### src/rtl/frb_pkg.sv
// Shared types and constants for the FRB frame detector.
package frb_pkg;

    typedef enum logic {
        ST_IDLE = 1'b0,
        ST_ACC  = 1'b1
    } frb_state_e;

    // Guard bits added above ACC_WIDTH so a saturating add can see its carry.
    localparam int SAT_GUARD = 1;

endpackage

### src/rtl/frb_frame_accum.sv
// Frame accumulator: sums one dedispersed frame and reports
// good/malformed frame strobes combinationally on the closing sample.
module frb_frame_accum
    import frb_pkg::*;
#(
    parameter int N_CHANNELS = 64,
    parameter int DIN_WIDTH  = 26,
    parameter int ACC_WIDTH  = 32
) (
    input  logic                 clk,
    input  logic                 rst,
    input  logic                 ce,
    input  logic [DIN_WIDTH-1:0] din,
    input  logic                 din_valid,
    input  logic                 din_sof,
    input  logic                 din_eof,
    output logic                 good,
    output logic                 err,
    output logic [ACC_WIDTH-1:0] final_pow
);

    localparam int CW = $clog2(N_CHANNELS) + 1;
    localparam int SW = ACC_WIDTH + SAT_GUARD;

    frb_state_e           state_q, state_d;
    logic [ACC_WIDTH-1:0] acc_q, acc_d;
    logic [CW-1:0]        cnt_q, cnt_d;
    logic [CW-1:0]        cnt_inc;
    logic [SW-1:0]        sum;
    logic [ACC_WIDTH-1:0] sat_sum;
    logic                 accept;

    assign accept  = ce & din_valid;
    assign cnt_inc = cnt_q + CW'(1);
    assign sum     = SW'(acc_q) + SW'(din);
    assign sat_sum = (|sum[SW-1:ACC_WIDTH]) ? '1 : sum[ACC_WIDTH-1:0];

    always_comb begin
        state_d   = state_q;
        acc_d     = acc_q;
        cnt_d     = cnt_q;
        good      = 1'b0;
        err       = 1'b0;
        final_pow = sat_sum;
        if (accept) begin
            unique case (state_q)
                ST_IDLE: begin
                    if (din_eof) begin
                        err = 1'b1;
                    end else if (din_sof) begin
                        state_d = ST_ACC;
                        acc_d   = ACC_WIDTH'(din);
                        cnt_d   = CW'(1);
                    end
                end
                ST_ACC: begin
                    if (din_sof) begin
                        // Partial frame is dropped; a sof+eof sample is a runt frame.
                        err = 1'b1;
                        if (din_eof) begin
                            state_d = ST_IDLE;
                            acc_d   = '0;
                            cnt_d   = '0;
                        end else begin
                            acc_d = ACC_WIDTH'(din);
                            cnt_d = CW'(1);
                        end
                    end else if (din_eof) begin
                        state_d = ST_IDLE;
                        acc_d   = '0;
                        cnt_d   = '0;
                        if (cnt_inc == CW'(N_CHANNELS)) begin
                            good = 1'b1;
                        end else begin
                            err = 1'b1;
                        end
                    end else if (cnt_q == CW'(N_CHANNELS)) begin
                        err     = 1'b1;
                        state_d = ST_IDLE;
                        acc_d   = '0;
                        cnt_d   = '0;
                    end else begin
                        acc_d = sat_sum;
                        cnt_d = cnt_inc;
                    end
                end
                default: state_d = ST_IDLE;
            endcase
        end
    end

    always_ff @(posedge clk) begin
        if (rst) begin
            state_q <= ST_IDLE;
            acc_q   <= '0;
            cnt_q   <= '0;
        end else begin
            state_q <= state_d;
            acc_q   <= acc_d;
            cnt_q   <= cnt_d;
        end
    end

endmodule

### src/rtl/frb_frame_detector.sv
// FRB frame power detector with threshold trigger and holdoff.
// Optional IIR baseline subtraction enabled by FRB_DETECT_BASELINE_EN.
module frb_frame_detector
    import frb_pkg::*;
#(
    parameter int N_CHANNELS = 64,
    parameter int DIN_WIDTH  = 26,
    parameter int ACC_WIDTH  = 32,
    parameter int HOLDOFF    = 16,
    parameter int BASE_SHIFT = 4
) (
    input  logic                 clk,
    input  logic                 rst,
    input  logic                 ce,
    input  logic [DIN_WIDTH-1:0] din,
    input  logic                 din_valid,
    input  logic                 din_sof,
    input  logic                 din_eof,
    input  logic [ACC_WIDTH-1:0] threshold,
    output logic [ACC_WIDTH-1:0] integ_pow,
    output logic                 integ_valid,
    output logic                 trigger,
    output logic                 frame_err,
    output logic [31:0]          frame_cnt
);

    logic                 good;
    logic                 err;
    logic [ACC_WIDTH-1:0] final_pow;
    logic [ACC_WIDTH-1:0] thr_eff;
    logic                 hit;

    logic [ACC_WIDTH-1:0] integ_pow_q, integ_pow_d;
    logic                 integ_valid_q, integ_valid_d;
    logic                 trigger_q, trigger_d;
    logic                 frame_err_q, frame_err_d;
    logic [31:0]          frame_cnt_q, frame_cnt_d;
    logic [31:0]          holdoff_q, holdoff_d;

    frb_frame_accum #(
        .N_CHANNELS(N_CHANNELS),
        .DIN_WIDTH (DIN_WIDTH),
        .ACC_WIDTH (ACC_WIDTH)
    ) u_accum (
        .clk      (clk),
        .rst      (rst),
        .ce       (ce),
        .din      (din),
        .din_valid(din_valid),
        .din_sof  (din_sof),
        .din_eof  (din_eof),
        .good     (good),
        .err      (err),
        .final_pow(final_pow)
    );

`ifdef FRB_DETECT_BASELINE_EN
    localparam int TW = ACC_WIDTH + SAT_GUARD;

    logic [ACC_WIDTH-1:0]      base_q, base_d;
    logic [TW-1:0]             thr_sum;
    logic signed [ACC_WIDTH:0] diff;
    logic signed [ACC_WIDTH:0] step;

    assign thr_sum = TW'(base_q) + TW'(threshold);
    assign thr_eff = (|thr_sum[TW-1:ACC_WIDTH]) ? '1 : thr_sum[ACC_WIDTH-1:0];
    assign diff    = $signed({1'b0, final_pow}) - $signed({1'b0, base_q});
    assign step    = diff >>> BASE_SHIFT;

    always_comb begin
        base_d = base_q;
        if (good) begin
            base_d = base_q + step[ACC_WIDTH-1:0];
        end
    end

    always_ff @(posedge clk) begin
        if (rst) begin
            base_q <= '0;
        end else begin
            base_q <= base_d;
        end
    end
`else
    assign thr_eff = threshold;
`endif

    assign hit = (final_pow > thr_eff) && (holdoff_q == '0);

    always_comb begin
        integ_pow_d   = integ_pow_q;
        integ_valid_d = good;
        trigger_d     = good & hit;
        frame_err_d   = err;
        frame_cnt_d   = frame_cnt_q;
        holdoff_d     = holdoff_q;
        if (good) begin
            integ_pow_d = final_pow;
            frame_cnt_d = frame_cnt_q + 32'd1;
            if (hit) begin
                holdoff_d = 32'(HOLDOFF);
            end else if (holdoff_q != '0) begin
                holdoff_d = holdoff_q - 32'd1;
            end
        end
    end

    always_ff @(posedge clk) begin
        if (rst) begin
            integ_pow_q   <= '0;
            integ_valid_q <= 1'b0;
            trigger_q     <= 1'b0;
            frame_err_q   <= 1'b0;
            frame_cnt_q   <= '0;
            holdoff_q     <= '0;
        end else begin
            integ_pow_q   <= integ_pow_d;
            integ_valid_q <= integ_valid_d;
            trigger_q     <= trigger_d;
            frame_err_q   <= frame_err_d;
            frame_cnt_q   <= frame_cnt_d;
            holdoff_q     <= holdoff_d;
        end
    end

    assign integ_pow   = integ_pow_q;
    assign integ_valid = integ_valid_q;
    assign trigger     = trigger_q;
    assign frame_err   = frame_err_q;
    assign frame_cnt   = frame_cnt_q;

endmodule

### config.mk
export PLATFORM = sky130hd
export DESIGN_NAME = frb_frame_detector
export DESIGN_NICKNAME = d
export VERILOG_FILES = /design/src/rtl/frb_pkg.sv /design/src/rtl/frb_frame_accum.sv /design/src/rtl/frb_frame_detector.sv
export SDC_FILE = /design/constraint.sdc
export NUM_CORES = 1
export LEC_CHECK = 0
export ABC_AREA = 1
export BUFFER_PORTS_ARGS = -buffer_cell sky130_fd_sc_hd__clkbuf_2
export CORE_ASPECT_RATIO = 1.4
export CORE_MARGIN = 2
export CORE_UTILIZATION = 50
export DETAILED_ROUTE_END_ITERATION = 6
export PLACE_DENSITY = 0.77
export SYNTH_ARGS = -nofsm -noshare
export SYNTH_HDL_FRONTEND = slang
export SYNTH_HIERARCHICAL = 1
export SYNTH_SLANG_ARGS = --single-unit
### constraint.sdc
create_clock -name clk -period 12.2 [get_ports clk]
set_clock_uncertainty 0.1 [all_clocks]
set_input_delay 3.05 -clock clk [delete_from_list [all_inputs] [get_ports clk]]
set_output_delay 3.05 -clock clk [all_outputs]
set_load 0.005 [all_outputs]
==> metrics.txt <==
vias in the first global route 10,308; die width 125 µm; syn avg cell area 6.19 µm²; largest net degree at the start of global routing 61; top-count cell post-synth nand2_1; CTS Buffer Depth 2; Lkg Pwr 6.22 nW; die height 174 µm; first-pass GRT wire length 49,300 µm; Worst-Skew Late Latency 0.44 ns; setup bufs post-CTS 0; CP arrival 7.80 ns; CTS tree yes; final hold vios 0; pwr dens 98.4 mW/mm²; cell count after synthesis 1,664; final setup vio count 0; Tot Pwr 0.00115 W; fin crit share 62.1%; Core Region 0.0204 mm²; register area 0.00278 mm²; Initial Util 50.5%; Final ANT Viol Nets 0; boundary pin count 131; Nets 1,906; Die ar. 0.0218 mm²; crit path time final 7.58 ns; clock edge transition at the registers on the reported setup and hold paths 0.06 ns; YS warnings 6; Max Freq 132 MHz; top cell type's share of synthesized area 27.0%; ANT cells 0; sequential share of the synthesized area 27.0%; placement row count 62; routability cong. 0.997; I/O Buffers 130; relative slew slack 36.4%; Vias/cell 5.21; RSZ-0062 raised after global routing false; Synth async-reset ratio 0%; Max IR drop VDD 0.000102 V; run status finished clean; Total Routing Usage GR 27.6%; GRT overflow 0; critical path launch point type primary input; clock sink total 139; synth top area cells dfxtp_1 27%, nand2_1 16%, inv_1 9.7%, ha_1 7.8%, nor2_1 7.3%; DR vias 10,666; Post-synth EDFFs 0; initial antenna violation count 0; critical path capture point type flip-flop; layout cells sized above 1 14.7%; Max Slew Vio Count 0; drt wl/cell 14.6 µm; # DRC 0; CTS buffer count 17; dpl hpwl 23,000 µm; TNS Setup 0 ns; Synth Flop Type dfxtp_1; max-cap viol count 0; Util after Layout 57.4%; Routed WL 29,900 µm; first-iteration detailed-routing DRC count 726; Root Buffer clkbuf_16; area grow syn2layout 13.6%; Post-Syn Area 0.0103 mm²; number of gates resized after cts 0; most frequent cells after synthesis 436 x nand2_1, 267 x inv_1, 201 x nor2_1; Multi-input gate area 0.00625 mm²; fin area 0.0117 mm²; First-pass DRT Iterations 5; net count after synthesis 1,793; Cell Area, Placed 0.0111 mm²; crit path max fanout 38; library cells used by synthesis 45; CP Data Required Time 12.42 ns; Worst Tran Pin Value 0.954 ns; Hold-fix buffers, CTS 0; cell taking the most area after synthesis dfxtp_1; Min-Delay Path Class flip-flop to flip-flop; #FFs+latches synth 139; # fillers 2,024; CP Class primary input to flip-flop; H-tree level count 4
## area by class of cell
cell class | count | area share (%)
well taps | 256 | 2.74
clock buffers | 17 | 3.63
inverters | 281 | 9.01
repair buffers | 137 | 6.01
multi-input cells | 1201 | 53.3
flip-flops and latches | 139 | 23.8
clock inverters | 15 | 1.51
## final timing paths
path         slack (ns)                          start  depth (start not counted)                        end
max                4.62                         din[0]                         24  holdoff_q[9]$_SDFFE_PP0P_
min                0.37      holdoff_q[1]$_SDFFE_PP0P_                          2  holdoff_q[1]$_SDFFE_PP0P_
max reg2reg        7.05  u_accum/acc_q[0]$_SDFFE_PP0P_                         23  holdoff_q[9]$_SDFFE_PP0P_
min reg2reg        0.37      holdoff_q[1]$_SDFFE_PP0P_                          2  holdoff_q[1]$_SDFFE_PP0P_
## cells by family after synthesis
group                      count (synthesis)  synth area share, %
and+or+nand+nor                          861                 37.0
xor gates and xnor gates                  45                 3.82
DFF                                      139                 27.0
buffers and inverters                    324                 12.5
AOI/OAI and AO/OA                        230                 11.7
adders and majority gates                 65                 7.96
## placed cells by master, fill, tap and decap left out, types with 5 or more instances in the layout
cell / count
o21ai_1: 6
nor2_2: 14
dfxtp_1: 139
and2_1: 7
ha_1: 64
buf_4: 7
nor3_2: 9
nor3_1: 26
nor2_1: 200
clkbuf_16: 17
inv_8: 5
xnor2_1: 8
nand3_1: 79
nand2_2: 25
a21oi_1: 132
nand2_1: 436
inv_2: 14
xor2_1: 37
nand4_1: 26
nand3_2: 17
clkbuf_2: 130
o21ai_0: 78
inv_1: 266
## critical path, cell delays in order
cell and delay (ns):
clkbuf_2 0.11, ha_1 0.25, fa_1 0.48, nand3_1 0.14, nand3_2 0.13, nand2_1 0.09, nand2_1 0.10, nand2_1 0.09
nand2_2 0.08, a21oi_4 0.12, buf_4 0.44, nand3_2 0.17, ha_1 0.33, nand2_1 0.07, nor2_1 0.15, nand2_1 0.10
nor2_1 0.27, nand4_1 0.19, nand2_1 0.15, nand2_2 0.25, nand2_2 0.65, inv_1 0.18, nor2_1 0.13, nor2_1 0.06
## flip-flops by register name, summed over array words and instances (netlist names)
signal           flops
u_accum/acc_q       32
holdoff_q           32
u_accum/cnt_q        7
u_accum/state_q      1
frame_err            1
integ_pow           32
trigger              1
integ_valid          1
frame_cnt           32
## per-layer routing
| layer | wire, µm | GRT usage [%] | vias up | part of all wire [%] |
|---|---|---|---|---|
| met1 | 12500 | 32.6 | 4758 | 42 |
| met4 | 1720 | 16.3 | 0 | 5.7 |
| met5 | 0 | 0 | - | 0 |
| met2 | 14100 | 47.0 | 360 | 47 |
| met3 | 1550 | 4.32 | 95 | 5.2 |
| li1 | - | - | 5453 | - |
## metrics by stage
stage | hold slack, ns | cells | setup slack (ns)
2_1_floorplan | 0.340 | 1664 | 5.76
3_3_place_gp | 0.348 | 2014 | 4.47
3_5_place_dp | 0.359 | 2014 | 4.30
4_1_cts | 0.368 | 2046 | 4.74
5_1_grt | 0.406 | 2046 | 4.23
6_report | 0.366 | 2046 | 4.62
## report_power, final
group,internal (W),total [W],switching [W]
Clock,0.000293,0.000532,0.000239
Sequential,0.000458,0.000460,0.00000238
Combinational,0.0000550,0.000160,0.000105
Total,0.000805,0.00115,0.000347
Power figures use the tool's default switching activity.
